File: config.mk
export PLATFORM = sky130hd
export DESIGN_NAME = binary_rank_filter
export DESIGN_NICKNAME = d
export VERILOG_FILES = /design/src/rtl/filter_pkg.sv /design/src/rtl/rank_filter_skid.sv /design/src/rtl/binary_rank_filter.sv
export SDC_FILE = /design/constraint.sdc
export NUM_CORES = 1
export LEC_CHECK = 0
export CORE_MARGIN = 5
export CORE_UTILIZATION = 27
export DETAILED_ROUTE_END_ITERATION = 6
export PLACE_DENSITY = 0.47
export SLEW_MARGIN = 20
export SYNTH_ARGS = -nofsm -noshare
export SYNTH_HDL_FRONTEND = slang
export SYNTH_SLANG_ARGS = --single-unit
File: constraint.sdc
create_clock -name clk -period 2.1 [get_ports clk]
set_clock_uncertainty 0.1 [all_clocks]
set_input_delay 0.315 -clock clk [delete_from_list [all_inputs] [get_ports clk]]
set_output_delay 0.315 -clock clk [all_outputs]
set_load 0.02 [all_outputs]
File: src/rtl/filter_pkg.sv
// Shared definitions for the binary rank filter.
//   mode_e         : rank rule selected per window
//   win_pixels()   : pixels per window (WIN*WIN)
//   cnt_width()    : width able to hold the value WIN*WIN
//   centre_offset(): distance from the bottom-right pixel to the window centre
package filter_pkg;

   typedef enum logic [1:0] {
      MODE_MEDIAN = 2'd0,
      MODE_ERODE  = 2'd1,
      MODE_DILATE = 2'd2,
      MODE_THRESH = 2'd3
   } mode_e;

   function automatic int win_pixels(input int win);
      return win * win;
   endfunction

   function automatic int cnt_width(input int win);
      return $clog2(win * win + 1);
   endfunction

   function automatic int centre_offset(input int win);
      return win / 2;
   endfunction

endpackage

File: src/rtl/rank_filter_skid.sv
// Two-entry result FIFO between the rank decision and the frame-buffer writer.
//   push/push_data : new result (ignored only when full and not popping)
//   pop_ready      : downstream accepts the head entry
//   pop_data       : head entry, stable while not popped
//   full/empty     : occupancy flags (occupancy held internally as count)
module rank_filter_skid #(
   parameter int W = 17
) (
   input  logic         clk,
   input  logic         reset,
   input  logic         push,
   input  logic [W-1:0] push_data,
   input  logic         pop_ready,
   output logic [W-1:0] pop_data,
   output logic         full,
   output logic         empty
);

   logic [1:0][W-1:0] mem;
   logic              wr_ptr, rd_ptr;
   logic [1:0]        count;
   logic              do_push, do_pop;

   assign empty    = (count == 2'd0);
   assign full     = (count == 2'd2);
   assign do_pop   = pop_ready && !empty;
   // A push into a full buffer is fine when the head leaves in the same cycle.
   assign do_push  = push && (!full || do_pop);
   assign pop_data = mem[rd_ptr];

   always_ff @(posedge clk or negedge reset) begin
      if (!reset) begin
         mem    <= '0;
         wr_ptr <= 1'b0;
         rd_ptr <= 1'b0;
         count  <= 2'd0;
      end else begin
         if (do_push) begin
            mem[wr_ptr] <= push_data;
            wr_ptr      <= ~wr_ptr;
         end
         if (do_pop) rd_ptr <= ~rd_ptr;
         unique case ({do_push, do_pop})
            2'b10:   count <= count + 2'd1;
            2'b01:   count <= count - 2'd1;
            default: count <= count;
         endcase
      end
   end

endmodule

File: src/rtl/binary_rank_filter.sv
// Binary rank filter: takes the WIN*WIN pixels of a window serially, counts
// the ones and applies a per-window rank rule (median/erode/dilate/threshold).
// One result per window, tagged with the window-centre address.
//   clk, reset (async, active low)
//   mode, threshold            : rank rule, latched on each window's first beat
//   inValid/inReady, inFirst, dataIn, xAddressIn, yAddressIn : pixel beats
//   outValid/outReady, dataOut, xMedianAddress, yMedianAddress : results
//   frameErr (sticky), errClear : window restarted before completion
module binary_rank_filter
   import filter_pkg::*;
#(
   parameter int WINDOW_SIZE = 3,
   parameter int ADDR_W      = 8,
   parameter int CNT_W       = cnt_width(WINDOW_SIZE)
) (
   input  logic              clk,
   input  logic              reset,
   input  logic [1:0]        mode,
   input  logic [CNT_W-1:0]  threshold,
   input  logic              inValid,
   output logic              inReady,
   input  logic              inFirst,
   input  logic              dataIn,
   input  logic [ADDR_W-1:0] xAddressIn,
   input  logic [ADDR_W-1:0] yAddressIn,
   output logic              outValid,
   input  logic              outReady,
   output logic              dataOut,
   output logic [ADDR_W-1:0] xMedianAddress,
   output logic [ADDR_W-1:0] yMedianAddress,
   output logic              frameErr,
   input  logic              errClear
);

   localparam int                N     = win_pixels(WINDOW_SIZE);
   localparam logic [CNT_W-1:0]  LAST  = CNT_W'(N - 1);
   localparam logic [CNT_W-1:0]  FULLC = CNT_W'(N);
   localparam logic [CNT_W-1:0]  HALF  = CNT_W'(N / 2);
   localparam logic [ADDR_W-1:0] OFS   = ADDR_W'(centre_offset(WINDOW_SIZE));
   localparam int                RW    = 1 + 2 * ADDR_W;

   logic [CNT_W-1:0] cnt, sum, sum_nxt, thr_q;
   mode_e            mode_q;
   logic             full, empty;
   logic             take, restart, win_start, last, decision;
   logic [RW-1:0]    res_in, res_out;

   // Gated by reset so the block advertises nothing while held in reset.
   assign inReady   = reset && !full;
   assign take      = inValid && inReady;
   assign restart   = take && inFirst && (cnt != '0);
   assign win_start = take && ((cnt == '0) || restart);
   assign last      = take && !restart && (cnt == LAST);
   assign sum_nxt   = sum + CNT_W'(dataIn);

   // Only evaluated on the last beat, which is never a window's first beat,
   // so the latched rule is always the one in force.
   always_comb begin
      decision = 1'b0;
      unique case (mode_q)
         MODE_MEDIAN: decision = (sum_nxt > HALF);
         MODE_ERODE:  decision = (sum_nxt == FULLC);
         MODE_DILATE: decision = (sum_nxt != '0);
         MODE_THRESH: decision = (sum_nxt >= thr_q);
         default:     decision = 1'b0;
      endcase
   end

   always_ff @(posedge clk or negedge reset) begin
      if (!reset) begin
         cnt      <= '0;
         sum      <= '0;
         mode_q   <= MODE_MEDIAN;
         thr_q    <= '0;
         frameErr <= 1'b0;
      end else begin
         if (take) begin
            if (restart) begin
               cnt <= CNT_W'(1);
               sum <= CNT_W'(dataIn);
            end else if (last) begin
               cnt <= '0;
               sum <= '0;
            end else begin
               cnt <= cnt + CNT_W'(1);
               sum <= sum_nxt;
            end
         end
         if (win_start) begin
            mode_q <= mode_e'(mode);
            thr_q  <= threshold;
         end
         // A new error wins over a simultaneous clear.
         frameErr <= (frameErr && !errClear) || restart;
      end
   end

   assign res_in = {decision, xAddressIn - OFS, yAddressIn - OFS};

   rank_filter_skid #(.W(RW)) u_skid (
      .clk       (clk),
      .reset     (reset),
      .push      (last),
      .push_data (res_in),
      .pop_ready (outReady),
      .pop_data  (res_out),
      .full      (full),
      .empty     (empty)
   );

   assign outValid                                 = !empty;
   assign {dataOut, xMedianAddress, yMedianAddress} = res_out;

endmodule

=== Yosys cells after proc, flatten, opt, wreduce, memory -nomap -nowiden ===
Index checks and enable logic that the tools add are counted.
Widths: inputs -> output; s select.

* Register bits after elaboration: 53
* Output and inout port bits: 20

* Add/sub/neg operators: 6
* Magnitude comparators: 5
* Equality and inequality tests: 8
* Mux-type cells: 11
* Bitwise logic cells: 2
* Reductions and logical operators: 24

{| class="wikitable"
|+ Operator list
! kind !! number
|-
| $mux 17 || 3
|-
| $bwmux 34 || 1
|-
| $demux 17 s1 || 1
|-
| $mux 4 || 4
|-
| $sub 8x1->8 const B || 2
|-
| $logic_and 1x1->1 || 11
|-
| $eq 2x2->1 const B || 4
|-
| $eq 4x4->1 const B || 2
|-
| $reduce_bool 4->1 || 2
|-
| $add 4x1->4 || 1
|-
| $add 4x1->4 const B || 1
|-
| $eq 2x1->1 const B || 2
|-
| $ge 4x4->1 || 1
|-
| $gt 4x3->1 const B || 1
|-
| $logic_not 1->1 || 4
|-
| $logic_not 2->1 || 2
|-
| $logic_not 4->1 || 1
|-
| $lt 1x2->1 const B || 2
|-
| $pmux 1 s4 || 1
|-
| $pmux 2 s2 || 1
|-
| $logic_or 1x1->1 || 3
|-
| $add 2x1->2 const B || 1
|-
| $not 1->1 || 2
|-
| $reduce_bool 2->1 || 1
|-
| 2 further kinds || 2
|}

=== Longest topological paths before layout ===
Gate-level depths: netlist (run 1).

* Word-level depth: 12
* Depth in mapped cells: 9
* Depth with buffers taken out: 8

=== Modules after synthesis ===
From an unflattened synthesis (run 1), not the netlist that was laid out.

* Cell total of the unflattened synthesis: 231
* Area, all modules: 2842.7 um^2

{| class="wikitable"
|+ Modules (own cells, without submodules)
! module !! instances !! cells each !! area an instance (um^2) !! sequential area each (um^2)
|-
| rank_filter_skid || 1 || 108 || 1686.6 || 950.9
|-
| binary_rank_filter || 1 || 123 || 1156.1 || 375.4
|}

=== Worst setup path after synthesis (run 1) ===
Ideal clock, no wire load.

* Kind: flip-flop to flip-flop
* From: register sum[0]
* To: register u_skid.mem[33] (netlist name)
* Arrival: 2.040 ns
* Slack: -0.173 ns
* Stages on the path, launching flop included: 8
* Buffers on the path: 0
* Clock period less this slack: 2.273 ns
* Path through: dfrtp_1 > ha_1 > ha_1 > ha_1 > a21o_1 > maj3_1 > a211oi_1 > o31ai_1

* Word-level cells in the longest chain between the ends: 4

{| class="wikitable"
|+ Ends and longest elaborated chain
! what !! line !! text
|-
| start, declared || binary_rank_filter.sv:42 || <nowiki>logic [CNT_W-1:0] cnt, sum, sum_nxt, thr_q;</nowiki>
|-
| start signal, assigned || binary_rank_filter.sv:80 || <nowiki>sum <= CNT_W'(dataIn);</nowiki>
|-
| start signal, assigned || binary_rank_filter.sv:86 || <nowiki>sum <= sum_nxt;</nowiki>
|-
| $add 4x1->4 * || binary_rank_filter.sv:54 || <nowiki>assign sum_nxt = sum + CNT_W'(dataIn);</nowiki>
|-
| $ge 4x4->1, or another cell as far along || binary_rank_filter.sv:64 || <nowiki>MODE_THRESH: decision = (sum_nxt >= thr_q);</nowiki>
|-
| $pmux 1 s4 * || binary_rank_filter.sv:60 || <nowiki>unique case (mode_q)</nowiki>
|-
| $bwmux 34 * || rank_filter_skid.sv:39 || <nowiki>mem[wr_ptr] <= push_data;</nowiki>
|-
| end signal, assigned by index || rank_filter_skid.sv:39 ||
|-
| end, declared || rank_filter_skid.sv:19 || <nowiki>logic [1:0][W-1:0] mem;</nowiki>
|}

Every way passes the cells marked *; elsewhere a longest branch is shown, timed or not.
A chain may end at the register's enable or synchronous reset.

=== Worst setup path in the final report (run 1) ===
Ends and elaborated chain as after synthesis.

==> results of run 1 <==
what timing repair did:
item	in CTS	in global routing
gates resized for setup	22	5
buffers inserted	0	1
pin swaps	6	0
endpoints found under the hold margin	9	0
endpoints found under the setup margin	20	20
hold buffers	1	0
state kept, by name (all words and copies together), names as in the netlist:
register       count
frameErr           1
u_skid.mem        34
u_skid.count       2
u_skid.wr_ptr      1
u_skid.rd_ptr      1
thr_q              4
mode_q             2
cnt                4
sum                4
layout by cell type, fill, tap and decap left out, types with 6 or more instances in the layout:
master           Yosys  layout
xnor2_1             10      10
o21ai_0             25      25
mux2_2              23      23
clkdlybuf4s50_1      0      28
nand2_1             44      44
o21ai_2             12      12
inv_1               15      13
buf_4                0      22
nor3_1               6       6
o21ai_1              6       6
xor2_1               8       8
dfrtp_1             53      53
nor2_1               7       7
dlygate4sd2_1        0      19
stage by stage:
stage / setup TNS, ns / total power (W) / area [um^2]
floorplan: -0.00796 / 0.00288 / 2790
global placement: -0.915 / 0.00364 / 3590
detailed placement: -0.941 / 0.00366 / 3590
CTS: -0.0423 / 0.00425 / 3700
global route: -0.202 / 0.00455 / 3730
finish: -0.0207 / 0.00419 / 3730
where the power goes:
| group | total, W | switching (W) | leakage (nW) | internal, W |
|---|---|---|---|---|
| registers | 0.00165 | 0.000252 | 0.693 | 0.00140 |
| clock network | 0.000600 | 0.000358 | 0.0447 | 0.000241 |
| logic | 0.00194 | 0.000948 | 0.967 | 0.000990 |
| total | 0.00419 | 0.00156 | 1.70 | 0.00263 |
how the worst min path moves through the flow:
stage,endpoint,depth (start not counted)
floorplan,cnt[0],0
global placement,cnt[2],1
detailed placement,cnt[2],1
CTS,cnt[2],2
global route,cnt[2],2
finish,cnt[2],2
metal layers:
metal | up-vias | wire length [um] | track usage (%)
met1 | 955 | 2810 | 13.0
li1 | 1059 | - | -
met3 | 4 | 212 | 2.73
met4 | 0 | 63 | 2.96
met5 | - | 0 | 0
met2 | 33 | 2860 | 16.4
worst max-delay path, delay by kind of cell (launching register included):
kind	cells	cell delay, ns
buf+inv	1	0.04
compound gates	3	0.53
fa+ha+maj	3	0.79
simple gates	1	0.12
flops	1	0.42
cell type report:
| cell class | instances | area, um^2 |
|---|---|---|
| fillers | 1015 | 6140 |
| multi-input cells | 189 | 1380 |
| flip-flops and latches | 53 | 1330 |
| repair buffers | 75 | 707 |
| well taps | 133 | 166 |
| clock buffers | 5 | 68.8 |
| inverters | 15 | 56.3 |
| clock inverters | 3 | 25.0 |
cells by family after synthesis:
logic type,after synthesis
mux,24
fa+ha+maj,10
flops,53
simple gates,79
compound gates,58
xor+xnor,18
buf+inv,25
==> results.json, run 1 <==
{
  "grt_pass1_vias": 2070,
  "cts_root_buf": "clkbuf_8",
  "relSlewSlack_pct": 61.9,
  "place_inst": 463,
  "final_cells": 473,
  "post-route-util_pct": 37.8,
  "rr_endpoint": "u_skid.mem[33]",
  "reg2reg_depth": 8,
  "ant_nets": 0,
  "cp_slowest_cell": "dfrtp_1",
  "ys.flop_type": "dfrtp_1",
  "core_area_mm2": 0.00986,
  "syn-cell-area_mm2": 0.00275,
  "antenna_cells": 0,
  "synth_common_cells": "dfrtp_1, nand2_1, o21ai_0, mux2_2, inv_1",
  "die-area_mm2": 0.0123,
  "synth.avg_cell_area_um2": 10.3,
  "clk_latency_ns": 0.31,
  "grt_pass1_wl_um": 10200,
  "initial_core_util_pct": 27.9,
  "dp_slack_ns": -0.488,
  "cpPeakStageDelay_ns": 0.42,
  "synth_top_family_by_area": "simple AND/OR/NAND/NOR gates",
  "synth_most_common_cell": "dfrtp_1",
  "grt_max_degree": 45,
  "die_x_um": 111,
  "synth-adder-area-share_pct": 4.45,
  "worstSetupEndpointType": "register",
  "vias": 2051,
  "worstPathCellList": "ha_4 -> inv_2 -> ha_4 -> nand2b_4 -> a21o_1 -> maj3_2 -> a211oi_4 -> o31ai_1",
  "worst_slack_ns": -0.0128,
  "path_class": "reg2reg",
  "finalSetupViolCount": 2,
  "violations": "setup timing",
  "io_pins": 49,
  "final_max_slew_viol_count": 0,
  "first_iter_violations": 52,
  "synth_xor_area_share_pct": 5.72,
  "synth-compound-area-share_pct": 13.5,
  "fp-row-count": 36,
  "p_leak_nw": 1.70,
  "p_per_area_mw_per_mm2": 1120,
  "arrival_ns": 2.21,
  "worst_ep_required_time_ns": 2.20,
  "tritoncts": "yes",
  "cts_sinks": 53,
  "startpoint_type": "register",
  "synth-simple-area-share_pct": 13.8,
  "fmax_mhz": 473,
  "synth_top_cell_by_area": "dfrtp_1",
  "vdd_ir_drop_max_mv": 0.322,
  "ys_seq_area_share_pct": 48.2,
  "yosysUniqueCellTypes": 41,
  "antenna_found_initial": 0,
  "worst_pin_slew_ns": 0.571,
  "routedWlPerCell_um": 12.6,
  "grt_setup_unrepaired": "yes",
  "ys_seq_elements": 53,
  "synth.area.mux_share_pct": 9.77,
  "port_buffers": 48,
  "grt-ovfl-total": 0,
  "reg2reg_setup_slack_ns": -0.01,
  "hp-class": "in2async",
  "gp_congestion": 0.766,
  "finalCritPeriodShare_pct": 101,
  "hpwl_um": 4520,
  "first_pass_iters": 4,
  "htree_levels": 2,
  "totalWireLength_um": 5940,
  "cap_violations": 0,
  "r2r_start": "sum[0]",
  "drive_above_1_share_pct": 25.6,
  "synth_top_area_share_pct": 48.2,
  "area_delta_synth_final_pct": 35.3,
  "clockBufferDepth": 2,
  "grt.total_usage_pct": 10.1,
  "hold_viol_final": 0,
  "syn_inst": 267,
  "hold-worst-slack_ns": 0.256,
  "critPathMaxFanout": 2,
  "status": "finished with violations",
  "die_y_um": 111,
  "cts.reportedPaths.clkPinSlew_ns": 0.10,
  "layout.nets": 377,
  "crit_end": "u_skid.mem[33]",
  "drc": 0,
  "startpoint": "sum[0]",
  "synthArstFlopShare_pct": 100,
  "ys_top_cells_by_area": "dfrtp_1, mux2_2, nand2_1",
  "crit_top_cell": "ha_4",
  "cts-buffers-inserted": 5,
  "synth-edff-count": 0,
  "syn_nets": 305,
  "yosysWarnings": 0,
  "period_needed_ns": 2.11,
  "via_per_inst": 4.34
}
Note: power is estimated with default switching activity, not from simulation.
==> inputs of run 2 (changes only) <==
--- a/config.mk
+++ b/config.mk
@@ -7,8 +7,10 @@
 export LEC_CHECK = 0
 export CORE_MARGIN = 5
 export CORE_UTILIZATION = 27
+export CTS_BUF_LIST = sky130_fd_sc_hd__clkbuf_4
 export DETAILED_ROUTE_END_ITERATION = 6
 export PLACE_DENSITY = 0.47
+export SETUP_SLACK_MARGIN = 0.05
 export SLEW_MARGIN = 20
 export SYNTH_ARGS = -nofsm -noshare
 export SYNTH_HDL_FRONTEND = slang
==> run 2 against run 1 <==
Utilization increased by 0.46 points. Clock power fell by 18%. Largest power group unchanged. The flow still finishes with violations (setup timing). Final cell count is 0.63% higher. Highest routed layer unchanged.
==> results.json, run 2 (synthesis results as in run 1) <==
{
  "cts.reportedPaths.clkPinSlew_ns": 0.16,
  "finalCritPeriodShare_pct": 101,
  "cpPeakStageDelay_ns": 0.44,
  "regMostFlops": "u_skid.mem",
  "ant_nets": 0,
  "cts_root_buf": "clkbuf_4",
  "totalWireLength_um": 6120,
  "path_class": "reg2reg",
  "grt_pass1_wl_um": 10300,
  "port_buffers": 48,
  "via_per_inst": 4.33,
  "startpoint_type": "register",
  "grt_setup_unrepaired": "yes",
  "vias": 2060,
  "hp-class": "in2async",
  "htree_levels": 2,
  "clk_latency_ns": 0.38,
  "pwr-share-seq_pct": 38.7,
  "die-area_mm2": 0.0123,
  "area_delta_synth_final_pct": 37.0,
  "fin_tns_setup_ns": -0.0123,
  "antenna_found_initial": 0,
  "fmax_mhz": 474,
  "grt_pass1_vias": 2061,
  "internal_power_w": 0.00266,
  "switchingPower_w": 0.00162,
  "p_per_area_mw_per_mm2": 1140,
  "fp-row-count": 36,
  "first_iter_violations": 46,
  "violations": "setup timing",
  "power_w": 0.00429,
  "cts_sinks": 53,
  "die_x_um": 111,
  "initial_core_util_pct": 27.9,
  "period_needed_ns": 2.11,
  "arrival_ns": 2.30,
  "final_max_slew_viol_count": 0,
  "cap_violations": 0,
  "cts-buffers-inserted": 5,
  "worst_slack_ns": -0.0112,
  "drc": 0,
  "status": "finished with violations",
  "clkPwrFrac_pct": 11.5,
  "die_y_um": 111,
  "first_pass_iters": 4,
  "gp_congestion": 0.766,
  "worstSetupEndpointType": "register",
  "largest_register_ffs": 34,
  "hold_viol_final": 0,
  "switching_share_pct": 37.9,
  "crit_top_cell": "ha_4",
  "p_leak_nw": 1.67,
  "grt.total_usage_pct": 10.2,
  "vdd_ir_drop_max_mv": 0.335,
  "routedWlPerCell_um": 12.9,
  "finalSetupViolCount": 2,
  "clockBufferDepth": 2,
  "final_cell_mix": "dfrtp_1, nand2_1, clkdlybuf4s50_1",
  "p_comb_share_pct": 49.8,
  "layout.nets": 380,
  "cp_slowest_cell": "dfrtp_1",
  "worstPathCellList": "ha_4 -> inv_2 -> ha_4 -> nand2b_4 -> a21o_1 -> maj3_2 -> a211oi_4 -> o31ai_2",
  "relSlewSlack_pct": 61.7,
  "grt-ovfl-total": 0,
  "grt_max_degree": 45,
  "drive_above_1_share_pct": 32.1,
  "io_pins": 49,
  "worst_pin_slew_ns": 0.574,
  "tritoncts": "yes",
  "critPathMaxFanout": 2,
  "final_common_cell": "dfrtp_1",
  "core_area_mm2": 0.00986,
  "worst_ep_required_time_ns": 2.29,
  "antenna_cells": 0,
  "hpwl_um": 4520
}
run 2: cell types whose count changed in the layout (fill, tap and decap cells not counted), moves of 3 or more:
cell	change
dlygate4sd2_1	-17
buf_6	+7
clkbuf_4	+5
clkbuf_8	-5
clkdlybuf4s15_2	+5
buf_2	+4
clkbuf_2	+3
run 2: through the flow:
stage	util (%)	hold slack, ns	instance area (um^2)	std cells	worst slack [ns]
floorplan	-	-0.0806	2790	267	-0.00796
CTS	37.6	0.150	3710	473	-0.0272
global placement	36.4	0.0350	3590	463	-0.472
global route	38.2	0.171	3770	476	-0.104
finish	38.2	0.176	3770	476	-0.0112
detailed placement	36.4	0.0420	3590	463	-0.488
run 2: worst paths after layout:
kind,from,to,slack [ns],cells past startpoint
max,sum[0],u_skid.mem[16],-0.01,8
max reg2reg,sum[0],u_skid.mem[16],-0.01,8
max in group asynchronous,reset,u_skid.rd_ptr,0.92,3
min in group clk,u_skid.mem[22],u_skid.mem[22],0.40,2
min reg2reg,u_skid.mem[22],u_skid.mem[22],0.40,2
min,reset,cnt[2],0.18,2
run 2: power groups by stage:
stage | Clock [W] | Combinational, W | Sequential (W)
after floorplan | 0 | 0.00127 | 0.00160
after global placement | 0 | 0.00197 | 0.00166
after detailed placement | 0 | 0.00198 | 0.00167
after CTS | 0.000524 | 0.00205 | 0.00166
after global routing | 0.000563 | 0.00236 | 0.00171
final | 0.000492 | 0.00213 | 0.00166
run 2: worst max-delay path, delay by kind of cell (launching register included):
family / cells / cell delay (ns)
flops: 1 / 0.44
simple gates: 1 / 0.12
compound gates: 3 / 0.52
buf+inv: 1 / 0.04
fa+ha+maj: 3 / 0.79
run 2: final cells by class:
type | count | area (um^2)
Clock buffer | 5 | 37.5
Tap cell | 133 | 166
Multi-Input combinational cell | 189 | 1400
Clock inverter | 3 | 25.0
Timing Repair Buffer | 78 | 756
Fill cell | 1012 | 6090
Inverter | 15 | 56.3
Sequential cell | 53 | 1330
run 2: what timing repair did:
item | CTS | global route
pin swaps | 5 | 2
hold buffers | 1 | 0
setup buffers | 0 | 3
gates resized for setup | 59 | 29
hold endpoints to repair | 9 | 0
gates cloned | 1 | 0
endpoints found under the setup margin | 21 | 37
run 2: metal layers:
| metal | global-route usage (%) | share of wire (%) |
|---|---|---|
| met5 | 0 | 0 |
| met4 | 3.45 | 1.5 |
| met3 | 2.35 | 2.9 |
| met2 | 16.3 | 47 |
| met1 | 13.6 | 48 |
==> inputs of run 3 (changes only) <==
--- a/config.mk
+++ b/config.mk
@@ -11,6 +11,7 @@
 export DETAILED_ROUTE_END_ITERATION = 6
 export PLACE_DENSITY = 0.47
 export SETUP_SLACK_MARGIN = 0.05
+export SKIP_CTS_REPAIR_TIMING = 1
 export SLEW_MARGIN = 20
 export SYNTH_ARGS = -nofsm -noshare
 export SYNTH_HDL_FRONTEND = slang
==> run 3 against run 2 <==
The flow still finishes with violations (setup timing). Non-clock buffer count fell by 1. Critical endpoint is now u_skid.mem[33]. Via count grew 0.24%. Largest cell class unchanged. First-iteration DRC count did not move.
==> results.json, run 3 (synthesis results as in run 1) <==
{
  "fmax_mhz": 473,
  "tritoncts": "yes",
  "initial_core_util_pct": 27.9,
  "startpoint_type": "register",
  "largest_register_ffs": 34,
  "routedWlPerCell_um": 12.7,
  "final_cells": 475,
  "rr_endpoint": "u_skid.mem[33]",
  "wl_met1_um": 2900,
  "via_per_inst": 4.35,
  "critPathMaxFanout": 2,
  "worstPathCellList": "ha_4 -> inv_2 -> ha_4 -> nand2b_4 -> a21o_1 -> maj3_2 -> a211oi_4 -> o31ai_2",
  "crit_top_cell": "ha_4",
  "arrival_ns": 2.30,
  "cap_violations": 0,
  "grt_max_degree": 45,
  "power_w": 0.00421,
  "hpwl_um": 4520,
  "core_area_mm2": 0.00986,
  "final_common_cell": "dfrtp_1",
  "worst_slack_ns": -0.0148,
  "period_needed_ns": 2.11,
  "vias": 2065,
  "area_delta_synth_final_pct": 38.2,
  "p_per_area_mw_per_mm2": 1110,
  "p_leak_nw": 1.93,
  "port_buffers": 48,
  "antenna_cells": 0,
  "violations": "setup timing",
  "path_class": "reg2reg",
  "die_x_um": 111,
  "ant_nets": 0,
  "hold_viol_final": 0,
  "wl_met2_um": 2880,
  "grt_setup_unrepaired": "yes",
  "drc": 0,
  "grt_pass1_vias": 2032,
  "grt.total_usage_pct": 10.0,
  "die-area_mm2": 0.0123,
  "dp_slack_ns": -0.488,
  "place_inst": 463,
  "totalWireLength_um": 6050,
  "cts.reportedPaths.clkPinSlew_ns": 0.16,
  "hp-class": "in2async",
  "cp_slowest_cell": "dfrtp_1",
  "grt-ovfl-total": 0,
  "final_cell_mix": "dfrtp_1, nand2_1, clkdlybuf4s50_1",
  "regMostFlops": "u_skid.mem",
  "die_y_um": 111,
  "post-route-util_pct": 38.6,
  "grt_pass1_wl_um": 10100,
  "crit_end": "u_skid.mem[33]",
  "worst_pin_slew_ns": 0.569,
  "cpPeakStageDelay_ns": 0.44,
  "final_max_slew_viol_count": 0,
  "first_iter_violations": 46,
  "wl_met3_um": 177,
  "cts-buffers-inserted": 5,
  "cts_sinks": 53,
  "finalSetupViolCount": 2,
  "vdd_ir_drop_max_mv": 0.336,
  "htree_levels": 2,
  "status": "finished with violations",
  "gp_congestion": 0.766,
  "relSlewSlack_pct": 62.1,
  "worst_ep_required_time_ns": 2.29,
  "first_pass_iters": 4,
  "antenna_found_initial": 0,
  "io_pins": 49,
  "fp-row-count": 36,
  "clockBufferDepth": 2,
  "clk_latency_ns": 0.37,
  "reg2reg_depth": 8,
  "top_layer": "met4",
  "reg2reg_setup_slack_ns": -0.01,
  "layout.nets": 379,
  "r2r_start": "sum[0]",
  "finalCritPeriodShare_pct": 101,
  "drive_above_1_share_pct": 26.3,
  "startpoint": "sum[0]",
  "cts_root_buf": "clkbuf_4",
  "worstSetupEndpointType": "register",
  "fin_tns_setup_ns": -0.0276
}
run 3: final cells by class:
type                    instances  area [um^2]
well taps                     133          166
clock buffers                   5         37.5
inverters                      15         56.3
clock inverters                 3         25.0
fillers                      1003         6060
flip-flops and latches         53         1330
repair buffers                 77          793
multi-input cells             189         1400
run 3: report_power, final:
| group | switching [W] | leakage, nW | internal (W) | total [W] |
|---|---|---|---|---|
| logic | 0.000979 | 1.20 | 0.00110 | 0.00208 |
| registers | 0.000248 | 0.693 | 0.00140 | 0.00164 |
| clock network | 0.000353 | 0.0318 | 0.000137 | 0.000491 |
| total | 0.00158 | 1.93 | 0.00263 | 0.00421 |
run 3: worst min-delay path by stage:
stage,slack (ns),endpoint,from,cells past startpoint
5_1_grt,0.17,cnt[2],reset,2
4_1_cts,-0.41,cnt[2],reset,1
2_1_floorplan,-0.08,cnt[0],reset,0
3_5_place_dp,0.04,cnt[2],reset,1
3_3_place_gp,0.03,cnt[2],reset,1
6_report,0.18,cnt[2],reset,2
run 3: per-layer routing:
layer  up-vias  global-route usage (%)
met5         -                       0
met4         0                    3.45
met3         5                    2.35
met2        32                    16.2
met1       966                    13.1
li1       1062                       -
run 3: critical path: cells and delay by family (launching register included):
family	cells	cell delay, ns
and+or+nand+nor	1	0.12
AOI/OAI and AO/OA	3	0.53
adders and majority gates	3	0.79
buffers and inverters	1	0.04
DFF	1	0.44
run 3: per-stage QoR:
step	hold slack, ns	cell area (um^2)
final	0.176	3810
after global routing	0.170	3810
after CTS	-0.406	3660
after detailed placement	0.0420	3590
after global placement	0.0350	3590
after floorplan	-0.0806	2790
==> RTL edit 1, RTL diff (settings of run 1) <==
Change the parameter `WINDOW_SIZE` from 3 to 6.
--- a/src/rtl/binary_rank_filter.sv
+++ b/src/rtl/binary_rank_filter.sv
@@ -9,7 +9,7 @@
 module binary_rank_filter
    import filter_pkg::*;
 #(
-   parameter int WINDOW_SIZE = 3,
+   parameter int WINDOW_SIZE = 6,
    parameter int ADDR_W      = 8,
    parameter int CNT_W       = cnt_width(WINDOW_SIZE)
 ) (
Interface: changed (resized threshold); port bits go from 49 to 51. No check against the original RTL was run, so the function may have changed too.
==> RTL edit 1 against run 1 <==
- sequential cell count grew 6
- area after synthesis is 15% higher
- routed wire length up 30%
- the run still ends with setup timing left
- sequential share of layout area decreased by 2.4 points
- die area rose by 13%
- power is 13% higher
- utilization grew 1.2 points
- worst hold slack got worse by 0.10 ns
- first-iteration DRC count is 75% higher
- setup slack worse by 0.24 ns
- design area up 19%
==> RTL edit 1: results (changes against run 1) <==
Outcome
  • Status: complete, but fails checks (unchanged)
  • Failing checks: setup timing (unchanged)

Logic synthesis
  • Post-Synthesis Cells: 318 (was 267)
  • Sequential share of the synthesized area: 46.79% (was 48.16%)
  • Synth Net Count: 360 (was 305)
  • Synth cell count leaders: dfrtp_1, nand2_1, o21ai_0, mux2_2, xnor2_1 (was dfrtp_1, nand2_1, o21ai_0, mux2_2, inv_1)
  • Netlist cell types: 48 (was 41)
  • Ranking of synthesized cells by area: dfrtp_1, mux2_2, nand2_1 (unchanged)

Timing
  • Final TNS setup: -0.5012 ns (was -0.02066 ns)
  • # setup viols final: 2 (unchanged)
  • Max_slew headroom: 50.03% (was 61.90%)
  • Final setup margin: -0.2531 ns (was -0.01282 ns)
  • Worst hold slack: 0.1529 ns (was 0.2561 ns)

Global routing
  • Vias in the first global route: 2700 (was 2070)
  • M1 GR Usage: 15.60% (was 13.04%)
  • GRT Util Overall: 11.63% (was 10.06%)
  • Routing usage on met3: 3.988% (was 2.729%)
  • M2 GR Usage: 18.18% (was 16.42%)
  • First-pass GRT wire length: 13380 microns (was 10240 microns)
  • Largest net degree at the start of global routing: 58 (was 45)
  • Initial antenna violation count: 0 (unchanged)

Critical path
  • CP delay by family, top: compound AO/OA/AOI/OAI gates (was adder cells)
  • Arrival @ worst endpoint: 2.45 ns (was 2.21 ns)
  • Max FO, Critical Path: 3 (was 2)
  • CP peak stage delay: 0.40 ns (was 0.42 ns)
  • Reg2reg start: sum[0]$_DFFE_PN0N_ (was sum[0]$_DFFE_PN0P_)

Placement
  • Post-place setup slack: -0.7529 ns (was -0.4879 ns)
  • Port Buffer Count: 50 (was 48)
  • Routability cong.: 0.7517 (was 0.7655)
  • DP Wirelength: 5663 microns (was 4522 microns)
  • Inst Count DP: 538 (was 463)
  • Area after DPL: 4118 sq um (was 3595 sq um)

Drt
  • Initial DRC count: 91 (was 52)
  • Met3 wire len: 385 microns (was 212 microns)
  • Met1 wire length: 3795 microns (was 2808 microns)
  • WL final: 7725 microns (was 5940 microns)
  • Via count: 2594 (was 2051)
  • Met2 WL: 3482 microns (was 2856 microns)
  • Wire per inst: 13.87 microns (was 12.56 microns)

Clock network
  • H-tree Lvls: 3 (was 2)
  • CTS clk-pin slew, worst paths: 0.05 ns (was 0.10 ns)
  • TritonCTS Buffers: 9 (was 5)
  • CTS root buffer: clkbuf_16 (was clkbuf_8)

Cells and area
  • Final #Nets: 451 (was 377)
  • Antenna cells: 0 (unchanged)
  • Layout cells sized above 1: 24.64% (was 25.59%)

Pwr
  • Clock group power: 1.47 mW (was 0.600 mW)
  • Pwr dens: 1066 nW/um^2 (was 1124 nW/um^2)
  • Net Sw Frac: 32.39% (was 37.20%)
  • Lkg Pwr: 2.029 nW (was 1.704 nW)
  • Worst-case vdd ir drop: 0.0006603 V (was 0.0003220 V)
  • Reg power frac: 32.6% (was 39.4%)
==> RTL edit 1: kinds of logic (layout without fill, tap and decap cells) <==
kind of cell | count (synthesis) | after routing | share of synthesized area [%]
and+or+nand+nor | 95 | 95 | 15.34
AOI/OAI and AO/OA | 82 | 82 | 15.35
DFF | 59 | 59 | 46.79
adders and majority gates | 11 | 11 | 4.362
xor gates and xnor gates | 20 | 20 | 5.789
muxes | 22 | 22 | 7.851
buffers and inverters | 29 | 125 | 4.520
==> RTL edit 1: final cells by class <==
| class | instances | area, sq um |
|---|---|---|
| Sequential cell | 59 | 1476 |
| Clock inverter | 4 | 50.05 |
| Clock buffer | 12 | 246.5 |
| Inverter | 15 | 56.30 |
| Timing Repair Buffer | 94 | 830.8 |
| Fill cell | 1170 | 6970 |
| Multi-Input combinational cell | 230 | 1609 |
| Tap cell | 143 | 178.9 |
==> RTL edit 1: worst max-delay path by stage <==
stage                            start                    endpoint  cells past startpoint  slack, ns
finish              sum[0]$_DFFE_PN0N_  u_skid.mem[33]$_DFFE_PN0P_                     11      -0.25
global placement                dataIn  u_skid.mem[33]$_DFFE_PN0P_                     12      -0.69
floorplan           sum[0]$_DFFE_PN0N_  u_skid.mem[33]$_DFFE_PN0P_                     11      -0.21
detailed placement              dataIn  u_skid.mem[33]$_DFFE_PN0P_                     12      -0.75
CTS                 sum[0]$_DFFE_PN0N_  u_skid.mem[33]$_DFFE_PN0P_                     11      -0.39
global route        sum[0]$_DFFE_PN0N_  u_skid.mem[16]$_DFFE_PN0P_                     11      -0.40
==> RTL edit 1: timing repair <==
item | CTS | global route
hold endpoints to repair | 2 | 0
setup endpoints to repair | 19 | 4
resized for setup | 18 | 6
setup buffers | 1 | 1
hold buffers | 1 | 0
pin swaps | 4 | 5
==> RTL edit 2, RTL diff (flow settings as in run 1) <==
Without the edit above. Register the inputs `mode` and `threshold` before use, cleared by the reset. The logic sees them one clock later. The other inputs are not delayed to match.
--- a/src/rtl/binary_rank_filter.sv
+++ b/src/rtl/binary_rank_filter.sv
@@ -38,6 +38,19 @@
    localparam logic [CNT_W-1:0]  HALF  = CNT_W'(N / 2);
    localparam logic [ADDR_W-1:0] OFS   = ADDR_W'(centre_offset(WINDOW_SIZE));
    localparam int                RW    = 1 + 2 * ADDR_W;
+
+   logic [1:0] mode_r;
+   logic [CNT_W-1:0] threshold_q;
+
+   always_ff @(posedge clk or negedge reset) begin
+      if (!reset) begin
+         mode_r      <= '0;
+         threshold_q <= '0;
+      end else begin
+         mode_r      <= mode;
+         threshold_q <= threshold;
+      end
+   end
 
    logic [CNT_W-1:0] cnt, sum, sum_nxt, thr_q;
    mode_e            mode_q;
@@ -87,8 +100,8 @@
             end
          end
          if (win_start) begin
-            mode_q <= mode_e'(mode);
-            thr_q  <= threshold;
+            mode_q <= mode_e'(mode_r);
+            thr_q  <= threshold_q;
          end
          // A new error wins over a simultaneous clear.
          frameErr <= (frameErr && !errClear) || restart;
Check against the original RTL: not equivalent (a bounded check fails within 10 cycles, from zero or initial values and one cycle with reset low).
==> RTL edit 2 against run 1 <==
- the flow still finishes with violations (setup timing)
- area after synthesis up 5.8%
- first-iteration DRC count is 52% higher
- design area rose by 5.9%
- routed wire length rose by 4.6%
- non-clock buffer count decreased by 8
- critical path depth is the same
- fmax decreased by 1.9%
- sequential cell count rose by 6
- largest cell class is now sequential cells
- utilization fell by 0.90 points
- setup slack worse by 0.041 ns
- die area rose by 5.2%
- power shrank 4.2%
==> RTL edit 2: results (changes against run 1) <==
Global routing
  • Routing usage on met3: 4.191% (was 2.729%)
  • First-pass GRT wire length: 10610 microns (was 10240 microns)
  • GRT Util Overall: 10.67% (was 10.06%)

Cells and area
  • Invs w/o clock: 12 (was 15)
  • P&R area growth vs syn: 35.48% (was 35.35%)
  • # fillers: 1100 (was 1015)
  • Multi-input logic area: 1388 sq um (was 1378 sq um)
  • Fraction of area in non-clock buffers: 16.39% (was 18.97%)
  • Layout cells sized above 1: 24.50% (was 25.59%)
  • Register area: 1476 sq um (was 1326 sq um)

Placement
  • DP Wirelength: 4472 microns (was 4522 microns)
  • Area after DPL: 3712 sq um (was 3595 sq um)
  • Inst Count DP: 470 (was 463)
  • Routability cong.: 0.7458 (was 0.7655)

Logic synthesis
  • Sequential share of the synthesized area: 50.69% (was 48.16%)
  • Netlist cell types: 38 (was 41)
  • Post-Synthesis Cells: 275 (was 267)
  • Synth Net Count: 313 (was 305)
  • Ranking of synthesized cells by area: dfrtp_1, mux2_2, nand2_1 (unchanged)

Clock network
  • Insertion delay to the later sink of the worst-skew pair: 0.34 ns (was 0.31 ns)
  • CTS Sinks: 59 (was 53)

Timing
  • Final setup margin: -0.05389 ns (was -0.01282 ns)
  • # setup viols final: 2 (unchanged)
  • Slew @ Worst Pin: 0.7442 ns (was 0.5714 ns)
  • Final TNS setup: -0.06283 ns (was -0.02066 ns)

Pwr
  • Total Power: 4.013 mW (was 4.190 mW)
  • Lkg Pwr: 1.820 nW (was 1.704 nW)

Outcome
  • Status: complete, but fails checks (unchanged)
  • Failing checks: setup timing (unchanged)

Drt
  • Met2 WL: 2994 microns (was 2856 microns)
  • Vias per cell: 4.253 (was 4.336)

Die
  • Cell Rows: 38 (was 36)
[RTL edit 2: worst register-to-register path: stages (launching register included)]
cell	delay, ns
dfrtp_1	0.41
ha_4	0.29
inv_4	0.03
ha_4	0.20
nand2b_4	0.13
a221oi_2	0.23
o221ai_1	0.15
a311oi_2	0.36
o21ai_1	0.12
[RTL edit 2: cell families after synthesis]
kind of cell / after synthesis / synth area share [%]
buffers and inverters: 23 / 4.080
XOR/XNOR: 19 / 5.713
flip-flops: 59 / 50.69
multiplexers: 24 / 9.235
adder cells (fa/ha/maj): 9 / 3.866
AND/OR/NAND/NOR: 90 / 14.95
AO/OA/AOI/OAI: 51 / 11.47
[RTL edit 2: repair_timing]
action	CTS	global route
endpoints found under the setup margin	20	2
pin swaps	6	7
hold buffers	1	0
gates cloned	0	0
gates resized for setup	22	2
hold endpoints to repair	1	0
buffers inserted	0	0
